**src/rtl/enigma_pkg.sv**
```systemverilog
// Shared types for the Enigma command path: letter encoding, machine
// dimensions and the command sequencer state set.
package enigma_pkg;

  localparam int unsigned NUM_LETTERS = 26;
  localparam int unsigned NUM_ROTORS  = 3;

  typedef logic [$clog2(NUM_LETTERS)-1:0] letter_t;

  typedef enum logic [2:0] {
    IDLE,
    PLUG2,
    ROT1,
    ROT2,
    ENCW
  } cmd_state_t;

endpackage

```
**src/rtl/enigma_cmd_seq_rise_detect.sv**
```systemverilog
// Registered rising-edge detector for one debounced button level.
// History resets to 1 so a button already held at reset release is not a press.
module rise_detect (
  input  logic clk,
  input  logic rst,
  input  logic level,
  output logic press
);

  logic prev;

  always_ff @(posedge clk or posedge rst) begin
    if (rst) begin
      prev  <= 1'b1;
      press <= 1'b0;
    end else begin
      prev  <= level;
      press <= level & ~prev;
    end
  end

endmodule

```
**src/rtl/enigma_cmd_seq.sv**
```systemverilog
// Turns debounced button levels into one-cycle plugboard/rotor write strobes
// and a held encrypt request with req/ack handshake to the cipher core.
module enigma_cmd_seq
  import enigma_pkg::*;
#(
  parameter int unsigned TIMEOUT_CYC = 500_000_000
) (
  input  logic                          CLK,
  input  logic                          RST,
  input  letter_t                       LET,
  input  logic                          ENTER,
  input  logic                          LDPLUG,
  input  logic                          LDROT,
  output logic                          PLUG_WE,
  output letter_t                       PLUG_A,
  output letter_t                       PLUG_B,
  output logic                          ROT_WE,
  output logic [$clog2(NUM_ROTORS)-1:0] ROT_IDX,
  output letter_t                       ROT_POS,
  output logic                          ENC_REQ,
  output letter_t                       ENC_LET,
  input  logic                          ENC_ACK,
  output logic                          ABORT,
  output logic                          BUSY
);

  localparam int unsigned CW = (TIMEOUT_CYC > 1) ? $clog2(TIMEOUT_CYC) : 1;

  cmd_state_t state, state_n;
  logic [CW-1:0] cnt;
  logic press_ent, press_plug, press_rot;
  logic p_ent, p_plug, p_rot, timeout_hit;

  logic                          plug_we_d, rot_we_d, abort_d, enc_req_d;
  letter_t                       plug_a_d, plug_b_d, rot_pos_d, enc_let_d;
  logic [$clog2(NUM_ROTORS)-1:0] rot_idx_d;

  rise_detect u_rd_ent  (.clk(CLK), .rst(RST), .level(ENTER),  .press(press_ent));
  rise_detect u_rd_plug (.clk(CLK), .rst(RST), .level(LDPLUG), .press(press_plug));
  rise_detect u_rd_rot  (.clk(CLK), .rst(RST), .level(LDROT),  .press(press_rot));

  // Simultaneous presses are ambiguous and all get discarded.
  assign p_ent  = press_ent  & ~press_plug & ~press_rot;
  assign p_plug = press_plug & ~press_ent  & ~press_rot;
  assign p_rot  = press_rot  & ~press_ent  & ~press_plug;

  assign timeout_hit = (cnt == CW'(TIMEOUT_CYC - 1));

  always_ff @(posedge CLK or posedge RST) begin
    if (RST) begin
      state <= IDLE;
      cnt   <= '0;
      BUSY  <= 1'b0;
    end else begin
      state <= state_n;
      BUSY  <= (state_n != IDLE);
      if ((state_n != state) || !(state inside {PLUG2, ROT1, ROT2}))
        cnt <= '0;
      else
        cnt <= cnt + CW'(1);
    end
  end

  always_comb begin
    state_n = state;
    case (state)
      IDLE: begin
        if (p_plug)     state_n = PLUG2;
        else if (p_rot) state_n = ROT1;
        else if (p_ent) state_n = ENCW;
      end
      PLUG2:   if (p_plug || timeout_hit) state_n = IDLE;
      ROT1: begin
        if (p_rot)            state_n = ROT2;
        else if (timeout_hit) state_n = IDLE;
      end
      ROT2:    if (p_rot || timeout_hit) state_n = IDLE;
      ENCW:    if (ENC_ACK) state_n = IDLE;
      default: state_n = IDLE;
    endcase
  end

  always_comb begin
    plug_we_d = 1'b0;
    rot_we_d  = 1'b0;
    abort_d   = 1'b0;
    plug_a_d  = PLUG_A;
    plug_b_d  = PLUG_B;
    rot_idx_d = ROT_IDX;
    rot_pos_d = ROT_POS;
    enc_req_d = ENC_REQ;
    enc_let_d = ENC_LET;
    case (state)
      IDLE: begin
        if (p_plug) begin
          plug_a_d = LET;
        end else if (p_rot) begin
          rot_we_d  = 1'b1;
          rot_idx_d = 2'd0;
          rot_pos_d = LET;
        end else if (p_ent) begin
          enc_req_d = 1'b1;
          enc_let_d = LET;
        end
      end
      PLUG2: begin
        if (p_plug) begin
          if (LET != PLUG_A) begin
            plug_we_d = 1'b1;
            plug_b_d  = LET;
          end
        end else if (timeout_hit) begin
          abort_d = 1'b1;
        end
      end
      ROT1, ROT2: begin
        if (p_rot) begin
          rot_we_d  = 1'b1;
          rot_idx_d = (state == ROT1) ? 2'd1 : 2'd2;
          rot_pos_d = LET;
        end else if (timeout_hit) begin
          abort_d = 1'b1;
        end
      end
      ENCW:    if (ENC_ACK) enc_req_d = 1'b0;
      default: ;
    endcase
  end

  always_ff @(posedge CLK or posedge RST) begin
    if (RST) begin
      PLUG_WE <= 1'b0;
      PLUG_A  <= '0;
      PLUG_B  <= '0;
      ROT_WE  <= 1'b0;
      ROT_IDX <= '0;
      ROT_POS <= '0;
      ENC_REQ <= 1'b0;
      ENC_LET <= '0;
      ABORT   <= 1'b0;
    end else begin
      PLUG_WE <= plug_we_d;
      PLUG_A  <= plug_a_d;
      PLUG_B  <= plug_b_d;
      ROT_WE  <= rot_we_d;
      ROT_IDX <= rot_idx_d;
      ROT_POS <= rot_pos_d;
      ENC_REQ <= enc_req_d;
      ENC_LET <= enc_let_d;
      ABORT   <= abort_d;
    end
  end

endmodule

```
**config.mk**
```make
export PLATFORM = sky130hd
export DESIGN_NAME = enigma_cmd_seq
export DESIGN_NICKNAME = d
export VERILOG_FILES = /design/src/rtl/enigma_pkg.sv /design/src/rtl/enigma_cmd_seq_rise_detect.sv /design/src/rtl/enigma_cmd_seq.sv
export SDC_FILE = /design/constraint.sdc
export NUM_CORES = 1
export LEC_CHECK = 0
export BUFFER_PORTS_ARGS = -buffer_cell sky130_fd_sc_hd__buf_2
export CORE_ASPECT_RATIO = 1.25
export CORE_MARGIN = 2
export CORE_UTILIZATION = 39
export DETAILED_ROUTE_END_ITERATION = 10
export HOLD_SLACK_MARGIN = 0.12
export PLACE_DENSITY = 0.68
export SYNTH_ARGS = -nofsm -noshare
export SYNTH_HDL_FRONTEND = slang
export SYNTH_SLANG_ARGS = --single-unit
```
**constraint.sdc**
```tcl
create_clock -name CLK -period 2.5 [get_ports CLK]
set_clock_uncertainty 0.05 [all_clocks]
set_input_delay 0 -clock CLK [delete_from_list [all_inputs] [get_ports CLK]]
set_output_delay 0 -clock CLK [all_outputs]
set_load 0.01 [all_outputs]
```
==> impl_metrics.env, run 1 <==
export IMPL_status="completed"
export IMPL_wl_met1_um=2690
export IMPL_slew_headroom_pct=51.3
export IMPL_layout_min_cycle_time_ns=2.35
export IMPL_pwr_share_seq_pct=42.2
export IMPL_holdWs_ns=0.255
export IMPL_htree_levels=3
export IMPL_grt_overflow=0
export IMPL_arrival_ns=2.52
export IMPL_worstMarginPinSlew_ns=0.730
export IMPL_place_congestion=0.903
export IMPL_cts_sinks=65
export IMPL_worst_path_max_delay_cell="or4b_4"
export IMPL_routedWlPerCell_um=14.9
export IMPL_dieWidth_um=83.5
export IMPL_cts_path_max_buffers=2
export IMPL_synth_edf_count=0
export IMPL_end_kind="flip-flop"
export IMPL_cts_resized_gates=0
export IMPL_synth_seq_area_share_pct=52.9
export IMPL_drv_slew=0
export IMPL_core_area_sq_um=7750
export IMPL_synth_seq_cells=65
export IMPL_path_class="flip-flop to flip-flop"
export IMPL_die_area_sq_um=8640
export IMPL_power_leakage_nw=1.57
export IMPL_cts_made_buffers=9
export IMPL_clock_fmax_ghz=0.426
export IMPL_antenna_left=0
export IMPL_syn2layout_area_growth_pct=21.3
export IMPL_synth_most_common_cell="dfrtp_1"
export IMPL_cts_tree="yes"
export IMPL_crit_chain="or4b_4 -> nor4_4 -> a21oi_2 -> a32o_1 -> or4b_1"
export IMPL_synth_area_leader_cell="dfrtp_1"
export IMPL_synth_main_ff_cell="dfrtp_1"
export IMPL_holdBufCountCts=10
export IMPL_clk_pin_slew_ns=0.07
export IMPL_grt_util_all_layers_pct=15.8
export IMPL_post_route_period_util_pct=93.9
export IMPL_cap_violations=0
export IMPL_power_density_nw_per_um2=920
export IMPL_async_flop_share_pct=100
export IMPL_path_max_fanout=5
export IMPL_yosysTopAreaCellShare_pct=50.3
export IMPL_wl_met3_um=282
export IMPL_die_height_um=103
export IMPL_wl_um=6390
export IMPL_grt_max_degree=37
export IMPL_internal_power_mw=2.34
export IMPL_clock_latency_ns=0.35
export IMPL_cp_slowest_stage_delay_ns=0.57
export IMPL_port_buffers=37
export IMPL_drive_above_1_share_pct=29.0
export IMPL_grt_setup_unrepaired="false"
export IMPL_crit_path_start_kind="flip-flop"
export IMPL_yosysWarnings=0
export IMPL_netlist_top_cells_area="dfrtp_1 50%, mux2_2 7.3%, xnor2_1 5.7%"
export IMPL_grt_pass1_vias=2282
export IMPL_antenna_found_initial=0
export IMPL_hpwl_um=4350
export IMPL_start_util_pct=39.8
export IMPL_synth_nets=291
export IMPL_min_path_type="primary input to flip-flop"
export IMPL_hold_viol_final=0
export IMPL_switchingPower_mw=1.10
export IMPL_synth_area_sq_um=3080
export IMPL_worst_ep_required_time_ns=2.67
export IMPL_pwr_share_comb_pct=29.1
export IMPL_grt_pass1_wl_um=10600
export IMPL_rows=36
export IMPL_setup_viol=0
export IMPL_post_cts_setup_buffers=0
export IMPL_peakVddDrop_v=0.000565
export IMPL_n_antenna_cell=0
export IMPL_via_per_inst=5.40
export IMPL_p_sw_share_pct=32.1
export IMPL_drt_pass1_iterations=4
export IMPL_synthCells=279
export IMPL_wl_met2_um=3230
export IMPL_nets=343
export IMPL_finalSetupTns_ns=0
export IMPL_synth_cell_type_count=42
export IMPL_ys_top_cells_by_count="62 x dfrtp_1, 33 x nand2_1, 22 x nor3_1"
export IMPL_route_vias_total=2320
export IMPL_drc=0
export IMPL_top_layer_used="met4"
export IMPL_root_buffer="clkbuf_8"
export IMPL_synth_avg_cell_area_sq_um=11.1
export IMPL_drt_iter0_markers=131
export IMPL_pwr_share_clk_pct=28.6
export IMPL_pin_count=38
[power groups by stage]
stage / logic, mW / registers [mW] / clock network [mW]
floorplan: 0.565 / 1.52 / 0
global placement: 0.987 / 1.46 / 0
detailed placement: 1.00 / 1.48 / 0
CTS: 1.01 / 1.45 / 1.01
global route: 1.09 / 1.49 / 1.05
finish: 1.00 / 1.45 / 0.985
[area by class of cell]
class | count | area, sq um
timing repair buffer | 55 | 370
sequential | 65 | 1630
inverter | 7 | 26.3
clock buffer | 10 | 138
tap | 95 | 119
clock inverter | 5 | 80.1
fill | 686 | 4010
multi-input combinational | 193 | 1380
[cells in the final DEF, fill, tap and decap left out, types with 3 or more instances in the layout]
| master | synthesis | layout |
|---|---|---|
| dlygate4sd3_1 | 0 | 10 |
| buf_4 | 0 | 6 |
| nand4_1 | 8 | 8 |
| buf_2 | 5 | 37 |
| nand2_1 | 33 | 33 |
| dfrtp_1 | 62 | 62 |
| clkbuf_8 | 0 | 10 |
| inv_1 | 7 | 6 |
| a21oi_2 | 1 | 3 |
| mux2_2 | 20 | 20 |
| nor2_1 | 9 | 9 |
| dfstp_2 | 3 | 3 |
| nand3_1 | 9 | 9 |
| a21oi_1 | 5 | 3 |
| nor4_1 | 3 | 3 |
| xor2_1 | 12 | 12 |
| nor3_1 | 22 | 22 |
| nor4b_1 | 17 | 17 |
| nor2b_1 | 4 | 4 |
| xnor2_1 | 20 | 20 |
[metrics by stage]
step                      util [%]  cells  area [sq um]  setup slack, ns  total power [mW]
final                         48.3    430          3740            0.154              3.44
after detailed placement      44.2    405          3420            0.143              2.48
after global routing          48.3    430          3740           0.0479              3.63
after global placement        44.2    405          3420            0.208              2.45
after floorplan                  -    279          3080            0.276              2.09
after CTS                     48.3    430          3740            0.131              3.48
[final timing paths]
| kind | slack (ns) | depth (start not counted) | end | startpoint |
|---|---|---|---|---|
| hold reg to reg | 0.43 | 2 | ENC_REQ | ENC_REQ |
| hold / removal | 0.26 | 2 | u_rd_rot.prev | LDROT |
| max in group asynchronous | 1.38 | 4 | cnt[23] | RST |
| setup reg to reg | 0.15 | 5 | BUSY | cnt[15] |
| setup / recovery | 0.15 | 5 | BUSY | cnt[15] |
| min in group asynchronous | 0.27 | 3 | cnt[7] | RST |
[state kept, by name, summed over array words and instances (netlist names), 2 cells and up]
name	cells
cnt	29
ENC_LET	5
PLUG_A	5
PLUG_B	5
ROT_POS	5
state	3
ROT_IDX	2
[worst max-delay path, delay by kind of cell (launching register included)]
family	cells	cell delay, ns
AOI/OAI and AO/OA	2	0.40
DFF	1	0.43
and+or+nand+nor	3	1.33
[cell families (layout without fill, tap and decap cells)]
family / Yosys count / after routing / synth area share (%)
xor+xnor: 32 / 32 / 9.09
buf+inv: 21 / 77 / 2.76
simple gates: 126 / 126 / 24.7
compound gates: 14 / 14 / 2.92
mux: 20 / 20 / 7.30
fa+ha+maj: 1 / 1 / 0.406
flops: 65 / 65 / 52.9
[metal layers]
layer	global-route usage [%]	vias up
met1	17.4	1152
met2	28.3	55
met4	8.06	0
li1	-	1096
met3	4.52	17
met5	0	-
No activity file was read; power rests on OpenSTA's default activity.
==> run 2, diff against run 1 <==
- ABC_AREA: default -> 1
- SLEW_MARGIN: default -> 25
==> run 2 against run 1 <==
Effect of this change: sequential share of layout area is 1.9 points lower; synthesized cell count increased by 40%; die area grew 6.3%; core utilization down 0.57 points; largest cell class unchanged; fmax increased by 14%; critical path type unchanged; global-route usage increased by 0.88 points; sequential power about the same.
==> impl_metrics.env, run 2 <==
export IMPL_worst_ep_required_time_ns=2.68
export IMPL_placed_cells=520
export IMPL_hpwl_um=5240
export IMPL_cp_slowest_stage_delay_ns=0.39
export IMPL_power_density_nw_per_um2=892
export IMPL_final_cell_area_sq_um=3910
export IMPL_end_kind="flip-flop"
export IMPL_post_route_period_util_pct=82.6
export IMPL_synth_most_common_cell="nand2_1"
export IMPL_peakVddDrop_v=0.000641
export IMPL_yosysTopAreaCellShare_pct=47.2
export IMPL_cts_resized_gates=0
export IMPL_layout_commonest_cell="nand2_1"
export IMPL_path_max_fanout=29
export IMPL_grt_pass1_wl_um=12000
export IMPL_n_antenna_cell=0
export IMPL_cts_made_buffers=9
export IMPL_port_buffers=37
export IMPL_htree_levels=3
export IMPL_synth_nets=403
export IMPL_fin_cells=546
export IMPL_min_path_type="primary input to asynchronous set/reset pin"
export IMPL_layout_min_cycle_time_ns=2.06
export IMPL_drt_pass1_iterations=4
export IMPL_via_per_inst=4.94
export IMPL_drt_iter0_markers=114
export IMPL_worstMarginPinSlew_ns=0.573
export IMPL_drv_slew=0
export IMPL_regMostFlops="cnt"
export IMPL_synth_seq_area_share_pct=49.6
export IMPL_ys_top_cells_by_count="87 x nand2_1, 62 x dfrtp_1, 54 x nor2_1"
export IMPL_grt_overflow=0
export IMPL_slew_headroom_pct=61.7
export IMPL_netlist_top_cells_area="dfrtp_1 47%, nand2_1 9.9%, nor2_1 6.2%"
export IMPL_dieWidth_um=86.1
export IMPL_antenna_found_initial=0
export IMPL_critical_path_reg2reg_endpoint="cnt[11]"
export IMPL_status="completed"
export IMPL_synth_cell_type_count=35
export IMPL_syn2layout_area_growth_pct=18.9
export IMPL_grt_pass1_vias=2616
export IMPL_r2r_slack_ns=0.44
export IMPL_nets=456
export IMPL_rows=37
export IMPL_layout_common_cells="87 x nand2_1, 62 x dfrtp_1, 54 x nor2_1"
export IMPL_synth_main_ff_cell="dfrtp_1"
export IMPL_clock_fmax_ghz=0.484
export IMPL_place_area_sq_um=3580
export IMPL_drc=0
export IMPL_root_buffer="clkbuf_8"
export IMPL_synthCells=391
export IMPL_pwr_share_clk_pct=29.3
export IMPL_arrival_ns=2.24
export IMPL_switchingPower_mw=1.23
export IMPL_grt_util_all_layers_pct=16.7
export IMPL_routedWlPerCell_um=13.0
export IMPL_r2r_start="cnt[0]"
export IMPL_pwr_share_comb_pct=29.5
export IMPL_pin_count=38
export IMPL_cts_tree="yes"
export IMPL_grt_setup_unrepaired="false"
export IMPL_crit_chain="ha_1 -> nand2_2 -> nor2_4 -> nand2_4 -> nor2_2 -> nand2_1 -> nand2_2 -> nand3_2 -> nor2_1 -> nor2_1 -> nand2_2 -> buf_12 -> nor2_1"
export IMPL_p_sw_share_pct=35.2
export IMPL_synth_seq_cells=65
export IMPL_largest_reg_flops=29
export IMPL_cap_violations=0
export IMPL_synth_area_sq_um=3290
export IMPL_async_flop_share_pct=100
export IMPL_synth_avg_cell_area_sq_um=8.41
export IMPL_finalSetupTns_ns=0
export IMPL_crit_path_start_kind="flip-flop"
export IMPL_antenna_left=0
export IMPL_clk_pin_slew_ns=0.08
export IMPL_grt_max_degree=41
export IMPL_synth_edf_count=0
export IMPL_place_congestion=0.914
export IMPL_internal_power_mw=2.26
export IMPL_path_class="flip-flop to flip-flop"
export IMPL_setup_viol=0
export IMPL_power_leakage_nw=1.77
export IMPL_cts_sinks=65
export IMPL_hold_viol_final=0
export IMPL_r2r_cells=13
export IMPL_core_area_sq_um=8190
export IMPL_worst_path_max_delay_cell="dfrtp_1"
export IMPL_p_total_mw=3.48
export IMPL_cts_path_max_buffers=2
export IMPL_clock_latency_ns=0.35
export IMPL_synth_area_leader_cell="dfrtp_1"
export IMPL_die_height_um=107
export IMPL_yosysWarnings=0
export IMPL_die_area_sq_um=9180
export IMPL_drive_above_1_share_pct=19.4
export IMPL_wl_um=7100
export IMPL_pwr_share_seq_pct=41.3
export IMPL_start_util_pct=40.1
export IMPL_route_vias_total=2699
## run 2: timing repair
item,4_1_cts,5_1_grt
buffers inserted,0,0
hold endpoints to repair,79,0
hold buffers,10,0
## run 2: worst max-delay path, delay by kind of cell (launching register included)
family,cells,cell delay (ns)
adders and majority gates,1,0.21
buffers and inverters,1,0.22
DFF,1,0.39
and+or+nand+nor,11,1.05
## run 2: routing by layer
| metal | part of all wire [%] | GRT usage, % |
|---|---|---|
| met2 | 50 | 28.6 |
| met5 | 0 | 0 |
| met1 | 44 | 19.6 |
| met4 | 2.0 | 7.03 |
| met3 | 3.8 | 4.23 |
## run 2: power by group through the flow
stage	Combinational, mW	Clock (mW)	Sequential, mW
after floorplan	0.645	0	1.53
after global placement	1.02	0	1.44
after detailed placement	1.04	0	1.45
after CTS	1.05	1.04	1.44
after global routing	1.15	1.09	1.47
final	1.03	1.02	1.44
## run 2: cell type report
cell class                      count  area (sq um)
Timing Repair Buffer               49           325
Clock buffer                       10           138
Tap cell                           97           121
Inverter                           48           180
Clock inverter                      6          90.1
Fill cell                         781          4290
Sequential cell                    65          1630
Multi-Input combinational cell    271          1420
## run 2: logic make-up after synthesis
logic type | after synthesis | synth area share [%]
AND/OR/NAND/NOR | 213 | 31.3
XOR/XNOR | 23 | 6.13
flip-flops | 65 | 49.6
buffers and inverters | 55 | 7.08
AO/OA/AOI/OAI | 34 | 5.56
adder cells (fa/ha/maj) | 1 | 0.381
## run 2: stage by stage
stage	worst slack [ns]	utilization [%]	hold WS, ns
global route	0.263	47.7	0.240
finish	0.435	47.7	0.198
floorplan	0.654	-	-0.0455
detailed placement	0.448	43.7	0.0453
global placement	0.497	43.7	0.0531
CTS	0.424	47.7	0.218
## run 2: worst max-delay path by stage
| stage | from | depth (start not counted) | to | slack, ns |
|---|---|---|---|---|
| floorplan | cnt[0] | 14 | cnt[18] | 0.65 |
| global placement | cnt[0] | 13 | cnt[0] | 0.50 |
| detailed placement | cnt[0] | 13 | cnt[17] | 0.45 |
| CTS | cnt[0] | 13 | cnt[17] | 0.42 |
| global route | cnt[0] | 13 | cnt[17] | 0.26 |
| finish | cnt[0] | 13 | cnt[11] | 0.44 |
==> run 3, diff against run 2 <==
- clock period: 2.5 -> 2 ns (I/O delays scaled with it)
==> run 3 against run 2 <==
Effect of this change: combinational power grew 67%; die area is the same; largest power group unchanged; critical path depth is the same; core utilization grew 2.7 points; sequential share of layout area shrank 2.2 points; flip-flop and latch count is the same; sequential power grew 26%; worst setup slack lost 0.41 ns; via count grew 4.7%; register-to-register slack lost 0.41 ns.
==> impl_metrics.env, run 3 (synthesis gave the netlist of run 2 again) <==
export IMPL_die_area_sq_um=9180
export IMPL_fin_cells=567
export IMPL_cts_made_buffers=9
export IMPL_drive_above_1_share_pct=26.2
export IMPL_antenna_left=0
export IMPL_min_path_type="primary input to asynchronous set/reset pin"
export IMPL_grt_util_all_layers_pct=18.0
export IMPL_cts_tree="yes"
export IMPL_syn2layout_area_growth_pct=25.8
export IMPL_worst_ep_required_time_ns=2.19
export IMPL_clk_pin_slew_ns=0.08
export IMPL_drv_slew=0
export IMPL_grt_setup_unrepaired="true"
export IMPL_routedWlPerCell_um=13.7
export IMPL_grt_overflow=0
export IMPL_htree_levels=3
export IMPL_n_antenna_cell=0
export IMPL_rows=37
export IMPL_wl_um=7740
export IMPL_cts_path_max_buffers=2
export IMPL_route_vias_total=2826
export IMPL_layout_common_cells="82 x nand2_1, 61 x dfrtp_1, 50 x nor2_1"
export IMPL_power_leakage_nw=1.88
export IMPL_power_density_nw_per_um2=1130
export IMPL_grt_pass1_wl_um=12900
export IMPL_finalSetupTns_ns=0
export IMPL_pwr_share_seq_pct=38.7
export IMPL_regMostFlops="cnt"
export IMPL_drt_pass1_iterations=4
export IMPL_place_ws_ns=0.0456
export IMPL_grt_pass1_vias=2753
export IMPL_drt_iter0_markers=155
export IMPL_setup_viol=0
export IMPL_layout_commonest_cell="nand2_1"
export IMPL_drc=0
export IMPL_crit_path_start_kind="flip-flop"
export IMPL_post_route_period_util_pct=99.0
export IMPL_start_util_pct=40.1
export IMPL_holdWs_ns=0.228
export IMPL_pin_count=38
export IMPL_p_sw_share_pct=36.2
export IMPL_die_height_um=107
export IMPL_p_total_mw=4.67
export IMPL_grt_max_degree=33
export IMPL_core_area_sq_um=8190
export IMPL_hold_viol_final=0
export IMPL_via_per_inst=4.98
export IMPL_cap_violations=0
export IMPL_hpwl_um=5480
export IMPL_fin_util_pct=50.5
export IMPL_peakVddDrop_v=0.000784
export IMPL_cts_sinks=65
export IMPL_placed_cells=529
export IMPL_clock_latency_ns=0.35
export IMPL_arrival_ns=2.17
export IMPL_status="completed"
export IMPL_pwr_share_clk_pct=24.5
export IMPL_internal_power_mw=2.98
export IMPL_path_class="flip-flop to flip-flop"
export IMPL_pwr_share_comb_pct=36.7
export IMPL_path_max_fanout=8
export IMPL_largest_reg_flops=29
export IMPL_end_kind="flip-flop"
export IMPL_root_buffer="clkbuf_8"
export IMPL_place_congestion=0.972
export IMPL_place_area_sq_um=3650
export IMPL_port_buffers=37
export IMPL_worstMarginPinSlew_ns=0.640
export IMPL_layout_min_cycle_time_ns=1.98
export IMPL_final_cell_area_sq_um=4130
export IMPL_switchingPower_mw=1.69
export IMPL_antenna_found_initial=0
export IMPL_slew_headroom_pct=57.3
export IMPL_nets=477
export IMPL_clock_fmax_ghz=0.505
export IMPL_setup_ws_ns=0.0208
export IMPL_dieWidth_um=86.1
## run 3: cell count changes in the layout (fill, tap and decap cells not counted), moves of 4 or more
cell     change
buf_4       +19
nor2_2       +4
nand2_1      -5
nor2_1       -4
nand2_2      +4
## run 3: worst max-delay path, stage by stage (launching register included)
cell and delay, ns:
dfrtp_1 0.41, ha_4 0.16, nand2_2 0.06, nor2_4 0.15, nand2_4 0.10, nor2_2 0.13
nand2_2 0.07, nand2_2 0.10, nand3_2 0.09, nor2_2 0.10, nor2_1 0.07, nand2_4 0.14
clkbuf_16 0.20, nor2_1 0.05
## run 3: power groups by stage
stage / combinational, mW / sequential (mW) / clock (mW)
floorplan: 0.807 / 1.91 / 0
global placement: 1.38 / 1.80 / 0
detailed placement: 1.41 / 1.81 / 0
CTS: 1.42 / 1.79 / 1.16
global route: 1.88 / 1.84 / 1.22
finish: 1.72 / 1.81 / 1.15
## run 3: final cells by class
class | count | area (sq um)
Fill cell | 757 | 4060
Sequential cell | 65 | 1630
Multi-Input combinational cell | 271 | 1480
Timing Repair Buffer | 70 | 518
Inverter | 48 | 180
Clock buffer | 10 | 138
Tap cell | 97 | 121
Clock inverter | 6 | 66.3
## run 3: layer usage
| layer | GRT usage [%] | wire [um] | vias to the layer above |
|---|---|---|---|
| li1 | - | - | 1389 |
| met1 | 21.5 | 3270 | 1347 |
| met2 | 31.1 | 4020 | 73 |
| met3 | 3.46 | 274 | 17 |
| met4 | 7.82 | 183 | 0 |
| met5 | 0 | 0 | - |
## run 3: repair_timing
action | in CTS | in global routing
endpoints found under the setup margin | 0 | 30
resized for setup | 0 | 17
setup buffers | 0 | 10
hold endpoints to repair | 58 | 0
hold buffers | 10 | 0
## run 3: final timing paths
path	start	to	slack [ns]	cells past startpoint
max in group asynchronous	RST	cnt[23]	0.94	4
min in group CLK	LDPLUG	u_rd_plug.prev	0.26	2
worst max register to register	cnt[1]	cnt[5]	0.02	13
worst max-delay path	cnt[1]	cnt[5]	0.02	13
worst min register to register	u_rd_rot.prev	u_rd_rot.press	0.43	1
worst min-delay path	RST	PLUG_B[2]	0.23	3
